File: src/rtl/ula_seq_if.sv
// Handshake/operand bus for ula_seq.
// The master side is the operand source plus the result sink; the slave side is the ALU.
interface ula_seq_if #(
  parameter int NBITS = 8
);
  logic             in_valid;
  logic             in_ready;
  logic [NBITS-1:0] A;
  logic [NBITS-1:0] B;
  logic [2:0]       F;
  logic             use_acc;
  logic             clr_sticky;
  logic             out_valid;
  logic             out_ready;
  logic [NBITS-1:0] Saida;
  logic             FLAG_O;
  logic             FLAG_Z;
  logic             FLAG_N;
  logic             FLAG_OS;

  modport master (
    output in_valid, A, B, F, use_acc, clr_sticky, out_ready,
    input  in_ready, out_valid, Saida, FLAG_O, FLAG_Z, FLAG_N, FLAG_OS
  );

  modport slave (
    input  in_valid, A, B, F, use_acc, clr_sticky, out_ready,
    output in_ready, out_valid, Saida, FLAG_O, FLAG_Z, FLAG_N, FLAG_OS
  );
endinterface

File: src/rtl/ula_seq.sv
// Sequential signed ALU with valid/ready handshake, an iterative shift-add multiplier,
// an accumulator operand mode and Z/N/overflow/sticky-overflow flags.
// Only one operation is in flight at a time: IDLE accepts, MUL iterates, HOLD presents the result.
module ula_seq #(
  parameter int NBITS = 8
) (
  input  logic       clk,
  input  logic       rst_n,
  ula_seq_if.slave   bus
);

  localparam int MSB = NBITS - 1;
  localparam int CW  = $clog2(NBITS);
  localparam logic [CW-1:0] LAST = CW'(NBITS - 1);

  localparam logic [2:0] OP_AND = 3'b000;
  localparam logic [2:0] OP_OR  = 3'b001;
  localparam logic [2:0] OP_ADD = 3'b010;
  localparam logic [2:0] OP_SUB = 3'b011;
  localparam logic [2:0] OP_XOR = 3'b100;
  localparam logic [2:0] OP_SLT = 3'b101;
  localparam logic [2:0] OP_MUL = 3'b110;
  localparam logic [2:0] OP_SRA = 3'b111;

  typedef enum logic [1:0] {
    IDLE,
    MUL,
    HOLD
  } state_t;

  state_t           state;
  logic [NBITS-1:0] acc;
  logic [NBITS-1:0] saida_q;
  logic             o_q;
  logic             z_q;
  logic             n_q;
  logic             os_q;
  logic             out_valid_q;

  // Multiplier state: running product, left-shifting multiplicand, right-shifting multiplier
  logic [2*NBITS-1:0] prod;
  logic [2*NBITS-1:0] mcand;
  logic [NBITS-1:0]   mplier;
  logic [CW-1:0]      cnt;

  logic [NBITS-1:0] op_a;
  logic [NBITS-1:0] op_b;
  logic [NBITS-1:0] sum;
  logic [NBITS-1:0] diff;
  logic [NBITS-1:0] alu_res;
  logic             alu_ovf;

  logic [2*NBITS-1:0] term;
  logic [2*NBITS-1:0] prod_next;
  logic [NBITS:0]     prod_top;
  logic               mul_ovf;

  // Single-cycle operations evaluated straight from the bus so the result registers on the accept edge
  always_comb begin
    op_a    = bus.use_acc ? acc : bus.A;
    op_b    = bus.B;
    sum     = op_a + op_b;
    diff    = op_a - op_b;
    alu_res = '0;
    alu_ovf = 1'b0;
    case (bus.F)
      OP_AND: alu_res = op_a & op_b;
      OP_OR:  alu_res = op_a | op_b;
      OP_ADD: begin
        alu_res = sum;
        alu_ovf = (op_a[MSB] == op_b[MSB]) && (sum[MSB] != op_a[MSB]);
      end
      OP_SUB: begin
        alu_res = diff;
        alu_ovf = (op_a[MSB] != op_b[MSB]) && (diff[MSB] != op_a[MSB]);
      end
      OP_XOR: alu_res = op_a ^ op_b;
      OP_SLT: alu_res = {{(NBITS-1){1'b0}}, ($signed(op_a) < $signed(op_b))};
      OP_SRA: alu_res = $signed(op_a) >>> op_b[CW-1:0];
      default: alu_res = '0;
    endcase
  end

  // One partial product per cycle; the multiplier MSB carries negative weight, so it is subtracted
  always_comb begin
    term = '0;
    if (mplier[0]) begin
      term = (cnt == LAST) ? -mcand : mcand;
    end
    prod_next = prod + term;
    prod_top  = prod_next[2*NBITS-1:NBITS-1];
    mul_ovf   = !((&prod_top) || (~|prod_top));
  end

  assign bus.in_ready  = (state == IDLE);
  assign bus.out_valid = out_valid_q;
  assign bus.Saida     = saida_q;
  assign bus.FLAG_O    = o_q;
  assign bus.FLAG_Z    = z_q;
  assign bus.FLAG_N    = n_q;
  assign bus.FLAG_OS   = os_q;

  // Control FSM with registered result, flags, accumulator and multiplier datapath
  always_ff @(posedge clk or negedge rst_n) begin
    if (!rst_n) begin
      state       <= IDLE;
      acc         <= '0;
      saida_q     <= '0;
      o_q         <= 1'b0;
      z_q         <= 1'b0;
      n_q         <= 1'b0;
      os_q        <= 1'b0;
      out_valid_q <= 1'b0;
      prod        <= '0;
      mcand       <= '0;
      mplier      <= '0;
      cnt         <= '0;
    end else begin
      // A clear request is applied first so that an overflowing handoff in the same cycle still sets
      os_q <= os_q & ~bus.clr_sticky;
      case (state)
        IDLE: begin
          if (bus.in_valid) begin
            if (bus.F == OP_MUL) begin
              prod   <= '0;
              mcand  <= {{NBITS{op_a[MSB]}}, op_a};
              mplier <= op_b;
              cnt    <= '0;
              state  <= MUL;
            end else begin
              saida_q     <= alu_res;
              o_q         <= alu_ovf;
              z_q         <= (alu_res == '0);
              n_q         <= alu_res[MSB];
              out_valid_q <= 1'b1;
              state       <= HOLD;
            end
          end
        end
        MUL: begin
          prod   <= prod_next;
          mcand  <= mcand << 1;
          mplier <= mplier >> 1;
          cnt    <= cnt + CW'(1);
          if (cnt == LAST) begin
            saida_q     <= prod_next[NBITS-1:0];
            o_q         <= mul_ovf;
            z_q         <= (prod_next[NBITS-1:0] == '0);
            n_q         <= prod_next[NBITS-1];
            out_valid_q <= 1'b1;
            state       <= HOLD;
          end
        end
        HOLD: begin
          if (bus.out_ready) begin
            acc         <= saida_q;
            out_valid_q <= 1'b0;
            state       <= IDLE;
            if (o_q) begin
              os_q <= 1'b1;
            end
          end
        end
        default: state <= IDLE;
      endcase
    end
  end

endmodule

File: src/flat_wrapper.sv
// flat-port wrapper written by rule: the top's interface ports become plain ports
module ula_seq_flat 
#(
  parameter int NBITS = 8
)
  (clk, rst_n, bus_in_valid, bus_A, bus_B, bus_F, bus_use_acc, bus_clr_sticky, bus_out_ready, bus_in_ready, bus_out_valid, bus_Saida, bus_FLAG_O, bus_FLAG_Z, bus_FLAG_N, bus_FLAG_OS);
  ula_seq_if #(.NBITS(NBITS)) bus_i ();
  input  logic clk;
  input  logic rst_n;
  input wire logic [$bits(bus_i.in_valid)-1:0] bus_in_valid;
  input wire logic [$bits(bus_i.A)-1:0] bus_A;
  input wire logic [$bits(bus_i.B)-1:0] bus_B;
  input wire logic [$bits(bus_i.F)-1:0] bus_F;
  input wire logic [$bits(bus_i.use_acc)-1:0] bus_use_acc;
  input wire logic [$bits(bus_i.clr_sticky)-1:0] bus_clr_sticky;
  input wire logic [$bits(bus_i.out_ready)-1:0] bus_out_ready;
  output wire logic [$bits(bus_i.in_ready)-1:0] bus_in_ready;
  output wire logic [$bits(bus_i.out_valid)-1:0] bus_out_valid;
  output wire logic [$bits(bus_i.Saida)-1:0] bus_Saida;
  output wire logic [$bits(bus_i.FLAG_O)-1:0] bus_FLAG_O;
  output wire logic [$bits(bus_i.FLAG_Z)-1:0] bus_FLAG_Z;
  output wire logic [$bits(bus_i.FLAG_N)-1:0] bus_FLAG_N;
  output wire logic [$bits(bus_i.FLAG_OS)-1:0] bus_FLAG_OS;
  assign bus_i.in_valid = bus_in_valid;
  assign bus_i.A = bus_A;
  assign bus_i.B = bus_B;
  assign bus_i.F = bus_F;
  assign bus_i.use_acc = bus_use_acc;
  assign bus_i.clr_sticky = bus_clr_sticky;
  assign bus_i.out_ready = bus_out_ready;
  assign bus_in_ready = bus_i.in_ready;
  assign bus_out_valid = bus_i.out_valid;
  assign bus_Saida = bus_i.Saida;
  assign bus_FLAG_O = bus_i.FLAG_O;
  assign bus_FLAG_Z = bus_i.FLAG_Z;
  assign bus_FLAG_N = bus_i.FLAG_N;
  assign bus_FLAG_OS = bus_i.FLAG_OS;
  ula_seq #(.NBITS(NBITS)) u_core (.clk(clk), .rst_n(rst_n), .bus(bus_i));
endmodule
File: config.mk
export PLATFORM = sky130hd
export DESIGN_NAME = ula_seq_flat
export DESIGN_NICKNAME = d
export VERILOG_FILES = /design/src/rtl/ula_seq_if.sv /design/src/rtl/ula_seq.sv /design/src/flat_wrapper.sv
export SDC_FILE = /design/constraint.sdc
export NUM_CORES = 1
export LEC_CHECK = 0
export ABC_CLOCK_PERIOD_IN_PS = 4650
export CAP_MARGIN = 20
export CORE_AREA = 2 2 77 152
export DETAILED_ROUTE_END_ITERATION = 8
export DIE_AREA = 0 0 79 154
export DONT_BUFFER_PORTS = 1
export GPL_ROUTABILITY_DRIVEN = 0
export PLACE_DENSITY_LB_ADDON = 0.05
export SLEW_MARGIN = 10
export SYNTH_ARGS = -nofsm -noshare
export SYNTH_HDL_FRONTEND = slang
export SYNTH_SLANG_ARGS = --single-unit
File: constraint.sdc
create_clock -name clk -period 4.65 [get_ports clk]
set_clock_uncertainty 0.1 [all_clocks]
set_input_delay 0 -clock clk [delete_from_list [all_inputs] [get_ports clk]]
set_output_delay 0 -clock clk [all_outputs]
set_load 0.03 [all_outputs]
Yosys cells after proc, flatten, opt, wreduce, memory -nomap -nowiden --
Index checks and enable logic that the tools add are counted.
Operators by class: add/subtract/negate cells 5, multiplexer cells 46, shifts and indexed selects 1, $lt $le $gt $ge 1, bitwise gates (word level) 5, equal/unequal tests 19, reduce and logical (&&, ||, !) cells 18
Operators by type and width (count):
- 16-bit two-way mux | 6
- 16-bit one-hot mux with 2 select lines | 2
- 8-bit one-hot mux with 7 select lines | 1
- 8-bit two-way mux | 6
- 8-bit one-hot mux with 2 select lines | 2
- 16-bit adder | 1
- 8-bit zero test | 2
- 1-bit two-way mux | 16
- 16-bit negator | 1
- 3-bit == test, second input constant | 5
- 9-bit AND reduction | 1
- 9-bit OR reduction | 1
- 8-bit adder | 1
- 8-bit AND | 1
- 8-bit < comparator | 1
- 2-bit two-way mux | 4
- 8-bit bitwise OR | 1
- 1-bit one-hot mux with 2 select lines | 4
- 8-bit by 3-bit >>> shifter with 8-bit output | 1
- 8-bit subtractor | 1
- 8-bit bitwise XOR | 1
- 3-bit by 2-bit == test with 1-bit output, second input constant | 2
- 3-bit two-way mux | 2
- 2-bit != test, second input constant | 3
- other kinds (23) | 29
Word-level totals: output and inout bits 14, bits in registers 66, input port bits 25, word-level logic and storage cells 107

Logic depth before layout (Yosys ltp) --
Gate-level depths: netlist of run 1.
depth in word-level cells 10, gate-level depth with buffers 18

Worst setup path before layout of run 1 --
OpenSTA, ideal clock, no wires.
kind register to register, start point register u_core.cnt[0], end point register u_core.o_q (netlist: u_core.bus.FLAG_O), path slack 1035 ps, data arrival time 3383 ps, period minus slack after synthesis 3615 ps, stages on the path, launching flop included 17, cell sequence dfrtp_1 ha_1 ha_1 clkbuf_1 nand2_1 xnor2_1 and2_1 ha_1 and3_1 a211oi_1 o21ai_0 a211o_1 nor2_1 and3_1 nand4b_1 mux2i_1 o31ai_1
Between the ends: longest elaborated chain between the ends 10, elaborated cells between the ends (all ways) 13, classes of those cells add/sub: 1; eq/ne: 2; mux: 4; reduce/logical: 6
Ends and longest elaborated chain:
- start: declaration | line ula_seq.sv:44 | logic [CW-1:0] cnt;
- start signal: assignment | line ula_seq.sv:144 | cnt <= cnt + CW'(1);
- 3-bit == test (*) | line ula_seq.sv:88, ula_seq.sv:145
- 16-bit two-way mux | line ula_seq.sv:88 | term = (cnt == LAST) ? -mcand : mcand;
- 16-bit two-way mux | line ula_seq.sv:87 | if (mplier[0]) begin
- 16-bit adder | line ula_seq.sv:90 | prod_next = prod + term;
- 9-bit OR reduction | line ula_seq.sv:92 | mul_ovf = !((&prod_top) || (~|prod_top));
- 1-bit zero test | line ula_seq.sv:92
- 1-bit logical OR | line ula_seq.sv:92
- 1-bit zero test | line ula_seq.sv:92
- 1-bit two-way mux | line ula_seq.sv:145 | if (cnt == LAST) begin
- 1-bit one-hot mux with 2 select lines | line ula_seq.sv:121 | case (state)
- end signal: assignment | line ula_seq.sv:132 | o_q <= alu_ovf;
- end signal: assignment | line ula_seq.sv:147 | o_q <= mul_ovf;
- end: declaration | line ula_seq.sv:34 | logic o_q;
Mark *: on every way between the ends. The rest lies on a longest branch, timed or not. The select of a mux whose other input is x is not followed. A chain may end at the register's enable or synchronous reset.

Worst setup path in the final report of run 1 --
start point register u_core.acc[1], end point register u_core.saida_q[7] (netlist: u_core.bus.Saida[7])
Between the ends: longest elaborated chain between the ends 6, elaborated cells between the ends (all ways) 8, classes of those cells add/sub: 2; shift: 1; mux: 5
Ends and longest elaborated chain:
- start: declaration | line ula_seq.sv:32 | logic [NBITS-1:0] acc;
- start signal: assignment | line ula_seq.sv:156 | acc <= saida_q;
- 8-bit two-way mux (*) | line ula_seq.sv:60 | op_a = bus.use_acc ? acc : bus.A;
- 8-bit subtractor, or another cell as far along | line ula_seq.sv:63 | diff = op_a - op_b;
- 8-bit one-hot mux with 7 select lines (*) | line ula_seq.sv:66 | case (bus.F)
- 8-bit two-way mux (*) | line ula_seq.sv:124 | if (bus.F == OP_MUL) begin
- 8-bit two-way mux (*) | line ula_seq.sv:123 | if (bus.in_valid) begin
- 8-bit one-hot mux with 2 select lines (*) | line ula_seq.sv:121
- end signal: assignment | line ula_seq.sv:131 | saida_q <= alu_res;
- end signal: assignment | line ula_seq.sv:146 | saida_q <= prod_next[NBITS-1:0];
- end: declaration | line ula_seq.sv:33 | logic [NBITS-1:0] saida_q;
Marked as above.

==> results of run 1 <==
==> layer usage <==
metal  part of all wire [%]  GRT usage [%]  vias to the layer above
met5                      0              0                        -
met4                    6.0           15.4                        0
met3                    3.9           4.46                       56
met2                     54           51.0                      147
met1                     36           27.9                     2353
li1                       -              -                     2319
==> worst max-delay path, stage by stage (launching register included) <==
cell and delay, ps:
dfrtp_1 370, mux2i_1 530, inv_1 250, ha_1 270, a21oi_1 150, o21ai_0 170
a21o_1 250, a2111oi_0 500, nor3_1 230, a221o_1 360, a221oi_1 440, buf_4 210
nor2_1 40, o22a_1 210
==> state kept, by name (all words and copies together) (netlist names), 2 cells and up <==
register          count
u_core.bus.Saida      8
u_core.state          2
u_core.mplier         8
u_core.acc            8
u_core.prod          16
u_core.mcand         16
u_core.cnt            3
==> cell usage in the layout, fill, tap and decap left out, types with 3 or more instances in the layout <==
master,count
o211ai_1,4
mux2_2,13
o21ai_0,59
nor2b_1,3
dlygate4sd3_1,14
o21bai_1,4
a221o_1,11
dfrtp_1,65
fa_1,3
a21oi_1,45
xnor2_1,26
o22ai_1,9
nor2_1,39
mux2i_1,22
xor2_1,3
nand2b_1,7
nand3_1,10
o221ai_1,3
o41ai_1,5
inv_1,31
o22a_1,5
o31ai_1,7
a21o_1,11
buf_4,11
nor4_1,3
a211oi_1,6
ha_1,42
nand2_1,81
nor3_1,12
and3_1,6
a22o_1,10
and2_1,15
clkbuf_16,9
nand4_1,3
or3_1,5
==> area by class of cell <==
cell class	instances	area [µm²]	area share (%)
Clock inverter	5	33.8	0.570
Clock buffer	10	229	3.87
Tap cell	140	175	2.96
Sequential cell	65	1630	27.5
Multi-Input combinational cell	507	3480	58.8
Inverter	33	124	2.09
Timing Repair Buffer	26	250	4.22
==> through the flow <==
step	total power (W)	area (µm²)	utilization, %
3_3_place_gp	0.00271	5490	50.2
6_report	0.00341	5920	54.1
5_1_grt	0.00366	5920	54.1
4_1_cts	0.00341	5920	54.1
3_5_place_dp	0.00275	5490	50.2
2_1_floorplan	0.00230	5360	-
==> how the worst max path moves through the flow <==
stage / start / to / slack [ps] / cells after the start
final: u_core.acc[1] / u_core.bus.Saida[7] / 450 / 13
after global routing: u_core.cnt[0] / u_core.bus.FLAG_O / 200 / 16
after CTS: u_core.acc[1] / u_core.bus.Saida[7] / 500 / 13
after detailed placement: u_core.acc[1] / u_core.bus.Saida[7] / 540 / 13
after global placement: u_core.cnt[0] / u_core.bus.FLAG_O / 610 / 16
after floorplan: u_core.cnt[0] / u_core.bus.FLAG_O / 1040 / 16
==> cells by family (layout without fill, tap and decap cells) <==
| group | after synthesis | after routing | synth area share (%) |
|---|---|---|---|
| compound gates | 201 | 201 | 24.7 |
| xor+xnor | 29 | 29 | 4.74 |
| flops | 65 | 65 | 30.4 |
| simple gates | 196 | 196 | 17.2 |
| mux | 36 | 36 | 7.26 |
| fa+ha+maj | 45 | 45 | 10.9 |
| buf+inv | 67 | 74 | 4.76 |
==> timing repair <==
| item | 4_1_cts | 5_1_grt |
|---|---|---|
| setup buffers | 0 | 0 |
| hold endpoints to repair | 78 | 0 |
| hold buffers | 15 | 0 |
==> power groups by stage <==
stage	Combinational, W	Sequential [W]	Clock (W)
final	0.00162	0.00117	0.000616
after global routing	0.00180	0.00121	0.000650
after CTS	0.00161	0.00117	0.000623
after detailed placement	0.00157	0.00118	0
after global placement	0.00154	0.00117	0
after floorplan	0.00123	0.00107	0
==> impl_metrics.env, run 1 <==
export IMPL_place_ws_ps=537
export IMPL_wl_um=16000
export IMPL_num_fill_cells=1080
export IMPL_hold_viol_final=0
export IMPL_worst_endpoint_arrival_ps=4320
export IMPL_num_antenna_cells=0
export IMPL_cts_repair_resized=0
export IMPL_finalCritPeriodShare_pct=90.3
export IMPL_final_max_slew_viol_count=0
export IMPL_comb_power_share_pct=47.6
export IMPL_cts_tree="yes"
export IMPL_swShare_pct=45.0
export IMPL_end_kind="register"
export IMPL_holdPathEnd="u_core.mcand[0]"
export IMPL_hp_start="bus_in_valid"
export IMPL_rows=54
export IMPL_cp_start_kind="register"
export IMPL_yosysSeqAreaShare_pct=30.4
export IMPL_required_ps=4770
export IMPL_power_density_nw_per_um2=576
export IMPL_setup_ws_ps=449
export IMPL_grt_pass1_vias=5028
export IMPL_clk_path_buf_depth=2
export IMPL_clock_latency_ps=340
export IMPL_rsz0062_at_grt="no"
export IMPL_viasPerCell=6.20
export IMPL_drive_above_1_share_pct=7.89
export IMPL_die_area_um2=12200
export IMPL_place_hpwl_um=12100
export IMPL_tightest_slew_ps=1060
export IMPL_cts_root_buf="clkbuf_16"
export IMPL_vias=4875
export IMPL_power_switching_w=0.00153
export IMPL_h_tree_depth=3
export IMPL_worstReg2RegStart="u_core.acc[1]"
export IMPL_async_flop_share_pct=100
export IMPL_regToRegSetupSlack_ps=450
export IMPL_whs_ps=8.79
export IMPL_antenna_found_initial=0
export IMPL_initial_core_util_pct=48.9
export IMPL_hold_path_class="in -> reg"
export IMPL_nets=712
export IMPL_wl_per_cell_um=20.4
export IMPL_synth_edff_count=0
export IMPL_die_height_um=154
export IMPL_grt_usage_pct=27.4
export IMPL_num_io_pins=39
export IMPL_synthTopCellsByCount="nand2_1 (81), dfrtp_1 (65), o21ai_0 (59)"
export IMPL_final_cell_count_no_fill=786
export IMPL_synth_top_cell_area_share_pct=30.4
export IMPL_overflow=0
export IMPL_synthCells=639
export IMPL_r2r_end="u_core.bus.Saida[7]"
export IMPL_io_buffers=0
export IMPL_cp_max_fo=5
export IMPL_ys_seq_elements=65
export IMPL_outcome="finished, final reports clean"
export IMPL_syn_area_um2=5360
export IMPL_grt_pass1_wl_um=25800
export IMPL_r2r_cells=13
export IMPL_core_area_um2=10900
export IMPL_finalSetupTns_ps=0
export IMPL_ir_worst_vdd_v=0.000300
export IMPL_yosys_warnings=0
export IMPL_grt_max_degree=66
export IMPL_leakage_nw=2.71
export IMPL_cts_buffers=9
export IMPL_yosys_most_used_dff="dfrtp_1"
export IMPL_synth_fp_nets=709
export IMPL_hold_depth=3
export IMPL_yosysUniqueCellTypes=61
export IMPL_drt_pass1_iter_count=7
export IMPL_setup_violations=0
export IMPL_internal_power_w=0.00188
export IMPL_pwr_share_seq_pct=34.4
export IMPL_cts_sinks=65
export IMPL_min_period_ps=4200
export IMPL_dp_cells=756
export IMPL_syn_avg_cell_area_um2=8.38
export IMPL_ant_nets=0
export IMPL_yosysMostFrequentCell="nand2_1"
export IMPL_clk_pin_slew_ps=60
export IMPL_area_growth_pct=10.6
export IMPL_drtIter0Drc=251
export IMPL_critPathKind="reg -> reg"
export IMPL_clock_fmax_mhz=238
export IMPL_pwr_share_clk_pct=18.1
export IMPL_dieWidth_um=79
export IMPL_route_detailed_drc=0
export IMPL_relSlewSlack_pct=29.5
export IMPL_maxCapViolCount=0
export IMPL_synth_area_leaders="dfrtp_1 (30%), ha_1 (9.8%), nand2_1 (5.7%)"
export IMPL_yosysTopAreaCell="dfrtp_1"
(Power assumes the default switching activity.)
==> inputs of run 2 (changes only) <==
--- a/config.mk
+++ b/config.mk
@@ -6,10 +6,9 @@
 export NUM_CORES = 1
 export LEC_CHECK = 0
 export ABC_CLOCK_PERIOD_IN_PS = 4650
-export CAP_MARGIN = 20
-export CORE_AREA = 2 2 77 152
+export CORE_AREA = 2 2 68 134
 export DETAILED_ROUTE_END_ITERATION = 8
-export DIE_AREA = 0 0 79 154
+export DIE_AREA = 0 0 70 136
 export DONT_BUFFER_PORTS = 1
 export GPL_ROUTABILITY_DRIVEN = 0
 export PLACE_DENSITY_LB_ADDON = 0.05
==> impl_metrics.env, run 2 (synthesis gave the netlist of run 1 again) <==
export IMPL_final_common_cell="nand2_1"
export IMPL_end_kind="register"
export IMPL_multi_input_area_um2=3480
export IMPL_num_antenna_cells=0
export IMPL_cp_slowest_stage_delay_ps=660
export IMPL_core_area_um2=8530
export IMPL_antenna_found_initial=0
export IMPL_worst_endpoint_arrival_ps=4370
export IMPL_regArea_um2=1630
export IMPL_num_fill_cells=730
export IMPL_die_height_um=136
export IMPL_critPathKind="reg -> reg"
export IMPL_cts_buffers=9
export IMPL_grt_max_degree=66
export IMPL_wl_met3_um=627
export IMPL_area_growth_pct=10.9
export IMPL_cp_start_kind="register"
export IMPL_setup_ws_ps=425
export IMPL_min_period_ps=4230
export IMPL_rsz0062_at_grt="no"
export IMPL_final_max_slew_viol_count=0
export IMPL_maxCapViolCount=0
export IMPL_hold_path_class="in -> reg"
export IMPL_clock_latency_ps=340
export IMPL_grt_pass1_vias=4954
export IMPL_worstReg2RegStart="u_core.cnt[0]"
export IMPL_leakage_nw=2.74
export IMPL_drive_above_1_share_pct=7.75
export IMPL_grt_pass1_wl_um=24900
export IMPL_postCtsSetupRepairBufs=0
export IMPL_hold_viol_final=0
export IMPL_wl_per_cell_um=20.4
export IMPL_ant_nets=0
export IMPL_route_detailed_drc=0
export IMPL_required_ps=4790
export IMPL_ir_worst_vdd_v=0.000343
export IMPL_nets=710
export IMPL_worst_path_max_delay_cell="a211oi_1"
export IMPL_wl_met1_um=5410
export IMPL_place_ws_ps=494
export IMPL_wl_um=15200
export IMPL_initial_core_util_pct=62.8
export IMPL_power_density_nw_per_um2=598
export IMPL_whs_ps=19.3
export IMPL_path_common_cell="ha_1"
export IMPL_finalSetupTns_ps=0
export IMPL_viasPerCell=6.63
export IMPL_place_hpwl_um=11300
export IMPL_drt_pass1_iter_count=5
export IMPL_h_tree_depth=3
export IMPL_grt_usage_pct=33.5
export IMPL_relSlewSlack_pct=33.5
export IMPL_largestRegisters="u_core.mcand: 16 flops, u_core.prod: 16 flops"
export IMPL_hp_start="bus_in_valid"
export IMPL_overflow=0
export IMPL_cts_sinks=65
export IMPL_cp_max_fo=5
export IMPL_crit_start="u_core.cnt[0]"
export IMPL_io_buffers=0
export IMPL_finalCritPeriodShare_pct=90.9
export IMPL_tightest_slew_ps=997
export IMPL_drtIter0Drc=242
export IMPL_rows=48
export IMPL_crit_chain="ha_1, ha_1, inv_1, or3_1, a21boi_0, ha_1, and3_1, a211oi_1, o21ai_0, a211oi_1, nand4bb_1, mux2i_1, o31ai_1"
export IMPL_outcome="finished, final reports clean"
export IMPL_clk_path_buf_depth=2
export IMPL_vias=4937
export IMPL_num_io_pins=39
export IMPL_die_area_um2=9520
export IMPL_setup_violations=0
export IMPL_clock_fmax_mhz=237
export IMPL_highest_layer="met4"
export IMPL_cts_tree="yes"
export IMPL_mostFrequentLayoutCells="nand2_1 (81), dfrtp_1 (65), o21ai_0 (59), a21oi_1 (45), ha_1 (42)"
export IMPL_clk_pin_slew_ps=60
export IMPL_wl_met2_um=7930
export IMPL_dieWidth_um=70
export IMPL_cts_root_buf="clkbuf_16"
## run 2: repair_timing
action                                  CTS  global route
hold buffers                             15             0
resized for setup                         0             0
hold endpoints to repair                 79             0
endpoints found under the setup margin    0             0
## run 2: layer usage
metal,track usage (%),vias up
li1,-,2322
met1,34.3,2370
met2,59.9,167
met3,5.71,78
met4,24.7,0
met5,0,-
## run 2: worst paths after layout
kind | endpoint | slack [ps] | cells past startpoint
hold / removal | u_core.state[0] | 20 | 4
setup / recovery | u_core.bus.FLAG_O | 420 | 13
min in group asynchronous | u_core.mcand[12] | 90 | 2
setup reg to reg | u_core.bus.FLAG_O | 420 | 13
hold reg to reg | u_core.mplier[1] | 380 | 2
max in group asynchronous | u_core.prod[7] | 4060 | 2
## run 2: per-stage QoR
stage | instance area [µm²] | utilization [%] | instances | total power [W]
floorplan | 5360 | - | 639 | 0.00230
global placement | 5430 | 63.6 | 714 | 0.00266
detailed placement | 5430 | 63.6 | 714 | 0.00271
CTS | 5940 | 69.6 | 745 | 0.00354
global route | 5940 | 69.6 | 745 | 0.00378
finish | 5940 | 69.6 | 745 | 0.00355
## run 2: where the power goes
group,leakage [nW],internal (W),switching [W]
Clock,0.163,0.000526,0.000259
Combinational,1.75,0.000706,0.000895
Sequential,0.828,0.000807,0.000360
## run 2: area by class of cell
cell class	instances	area share, %
Timing Repair Buffer	24	3.96
Clock inverter	6	1.94
Sequential cell	65	27.4
Tap cell	100	2.11
Inverter	33	2.09
Multi-Input combinational cell	507	58.7
Clock buffer	10	3.86
## run 2: critical path: cells and delay by family (launching register included)
| family | cells | cell delay (ps) |
|---|---|---|
| flip-flops | 1 | 370 |
| AND/OR/NAND/NOR | 3 | 800 |
| AO/OA/AOI/OAI | 5 | 1990 |
| buffers and inverters | 1 | 100 |
| adder cells (fa/ha/maj) | 3 | 690 |
| multiplexers | 1 | 80 |
==> inputs of run 3 (changes only) <==
--- a/config.mk
+++ b/config.mk
@@ -6,9 +6,11 @@
 export NUM_CORES = 1
 export LEC_CHECK = 0
 export ABC_CLOCK_PERIOD_IN_PS = 4650
-export CORE_AREA = 2 2 68 134
+export CELL_PAD_IN_SITES_DETAIL_PLACEMENT = 0
+export CELL_PAD_IN_SITES_GLOBAL_PLACEMENT = 1
+export CORE_AREA = 2 2 77 153
 export DETAILED_ROUTE_END_ITERATION = 8
-export DIE_AREA = 0 0 70 136
+export DIE_AREA = 0 0 79 155
 export DONT_BUFFER_PORTS = 1
 export GPL_ROUTABILITY_DRIVEN = 0
 export PLACE_DENSITY_LB_ADDON = 0.05
==> constraint.sdc (replaced) <==
create_clock -name clk -period 4.65 [get_ports clk]
set_clock_uncertainty 0.1 [all_clocks]
set_input_delay 0.2325 -clock clk [delete_from_list [all_inputs] [get_ports clk]]
set_output_delay 0.2325 -clock clk [all_outputs]
set_load 0.03 [all_outputs]
==> impl_metrics.env, run 3 (synthesis gave the netlist of run 1 again) <==
export IMPL_outcome="finished, final reports clean"
export IMPL_hp_start="bus_B[7]"
export IMPL_cts_buffers=9
export IMPL_drive_above_1_share_pct=8.18
export IMPL_mostFrequentLayoutCells="nand2_1 (81), dfrtp_1 (65), o21ai_0 (59), a21oi_1 (45), ha_1 (42)"
export IMPL_leakage_nw=2.69
export IMPL_required_ps=4720
export IMPL_dieWidth_um=79
export IMPL_setup_violations=0
export IMPL_hold_viol_final=0
export IMPL_clk_path_buf_depth=2
export IMPL_cts_tree="yes"
export IMPL_setup_ws_ps=721
export IMPL_r2r_cells=15
export IMPL_power_density_nw_per_um2=580
export IMPL_clk_pin_slew_ps=50
export IMPL_hold_depth=2
export IMPL_h_tree_depth=3
export IMPL_hold_path_class="in -> reg"
export IMPL_cp_start_kind="register"
export IMPL_tightest_slew_ps=978
export IMPL_largestRegisters="u_core.mcand: 16 flops, u_core.prod: 16 flops"
export IMPL_rows=55
export IMPL_drt_pass1_iter_count=5
export IMPL_initial_core_util_pct=48.1
export IMPL_critPathKind="reg -> reg"
export IMPL_overflow=0
export IMPL_ir_worst_vdd_v=0.000326
export IMPL_place_hpwl_um=10600
export IMPL_drtIter0Drc=339
export IMPL_viasPerCell=5.92
export IMPL_wl_per_cell_um=18.3
export IMPL_vias=4604
export IMPL_cts_repair_resized=0
export IMPL_num_antenna_cells=0
export IMPL_cts_sinks=65
export IMPL_route_detailed_drc=0
export IMPL_place_ws_ps=742
export IMPL_worstReg2RegStart="u_core.mcand[6]"
export IMPL_rsz0062_at_grt="no"
export IMPL_finalCritPeriodShare_pct=84.5
export IMPL_cts_root_buf="clkbuf_16"
export IMPL_r2r_end="u_core.bus.FLAG_O"
export IMPL_clock_latency_ps=330
export IMPL_postCtsSetupRepairBufs=0
export IMPL_regToRegSetupSlack_ps=720
export IMPL_die_area_um2=12200
export IMPL_antenna_found_initial=0
export IMPL_final_common_cell="nand2_1"
export IMPL_relSlewSlack_pct=34.8
export IMPL_finalSetupTns_ps=0
export IMPL_io_buffers=0
export IMPL_nets=702
export IMPL_grt_usage_pct=24.1
export IMPL_final_max_slew_viol_count=0
export IMPL_holdPathEnd="u_core.mplier[7]"
export IMPL_core_area_um2=11100
export IMPL_die_height_um=155
export IMPL_cts_hold_buf=4
export IMPL_worst_endpoint_arrival_ps=4000
export IMPL_min_period_ps=3930
export IMPL_cp_max_fo=6
export IMPL_power_w=0.00340
export IMPL_end_kind="register"
export IMPL_num_io_pins=39
export IMPL_grt_pass1_wl_um=23100
export IMPL_maxCapViolCount=0
export IMPL_clock_fmax_mhz=255
export IMPL_grt_max_degree=66
export IMPL_wl_um=14200
export IMPL_grt_pass1_vias=4395
export IMPL_area_growth_pct=9.43
export IMPL_ant_nets=0
[run 3: cell count changes in the layout (fill, tap and decap cells not counted), sizes merged]
| cell | before | now |
|---|---|---|
| dlygate4sd3 | 14 | 3 |
| buf | 10 | 13 |
| bufinv | 3 | 1 |
| clkbuf | 10 | 11 |
[run 3: critical path, stage by stage, from the launching register on]
cell and delay (ps):
dfrtp_1 420, nor4_1 360, nand2_1 190, o31ai_1 280, xnor2_1 90, and2_1 160
ha_1 390, and3_1 240, nand3_1 90, o211ai_1 250, nor2_1 70, o31ai_1 290
o21ai_0 180, xnor2_1 330, mux2i_1 250, o31ai_1 80
[run 3: metal layers]
| layer | wire, µm | track usage (%) |
|---|---|---|
| met3 | 666 | 3.42 |
| met2 | 6620 | 38.5 |
| met1 | 6780 | 34.2 |
| met4 | 159 | 6.32 |
| met5 | 0 | 0 |
[run 3: layout make-up]
cell class,count,area (µm²)
clock inverter,4,51.3
clock buffer,11,253
tap,142,178
timing repair buffer,16,148
multi-input combinational,507,3480
sequential,65,1630
inverter,33,124
fill,1102,5290
[run 3: per-stage QoR]
stage / util, % / instances / hold slack [ps] / area, µm²
floorplan: - / 639 / -163 / 5360
global placement: 49.3 / 759 / -162 / 5500
detailed placement: 49.3 / 759 / -162 / 5500
CTS: 52.6 / 778 / 31.0 / 5860
global route: 52.6 / 778 / 76.4 / 5860
finish: 52.6 / 778 / 45.8 / 5860
[run 3: power breakdown]
group / internal, W / switching [W]
sequential: 0.000807 / 0.000350
clock: 0.000442 / 0.000242
combinational: 0.000696 / 0.000862
total: 0.00194 / 0.00145
[run 3: worst max-delay path by stage]
stage	slack, ps	depth (start not counted)	from	end
6_report	720	15	u_core.mcand[6]	u_core.bus.FLAG_O
2_1_floorplan	1040	16	u_core.cnt[0]	u_core.bus.FLAG_O
3_5_place_dp	740	15	u_core.mcand[6]	u_core.bus.FLAG_O
4_1_cts	710	15	u_core.mcand[6]	u_core.bus.FLAG_O
5_1_grt	390	17	u_core.mcand[0]	u_core.bus.FLAG_O
3_3_place_gp	730	15	u_core.mcand[6]	u_core.bus.FLAG_O
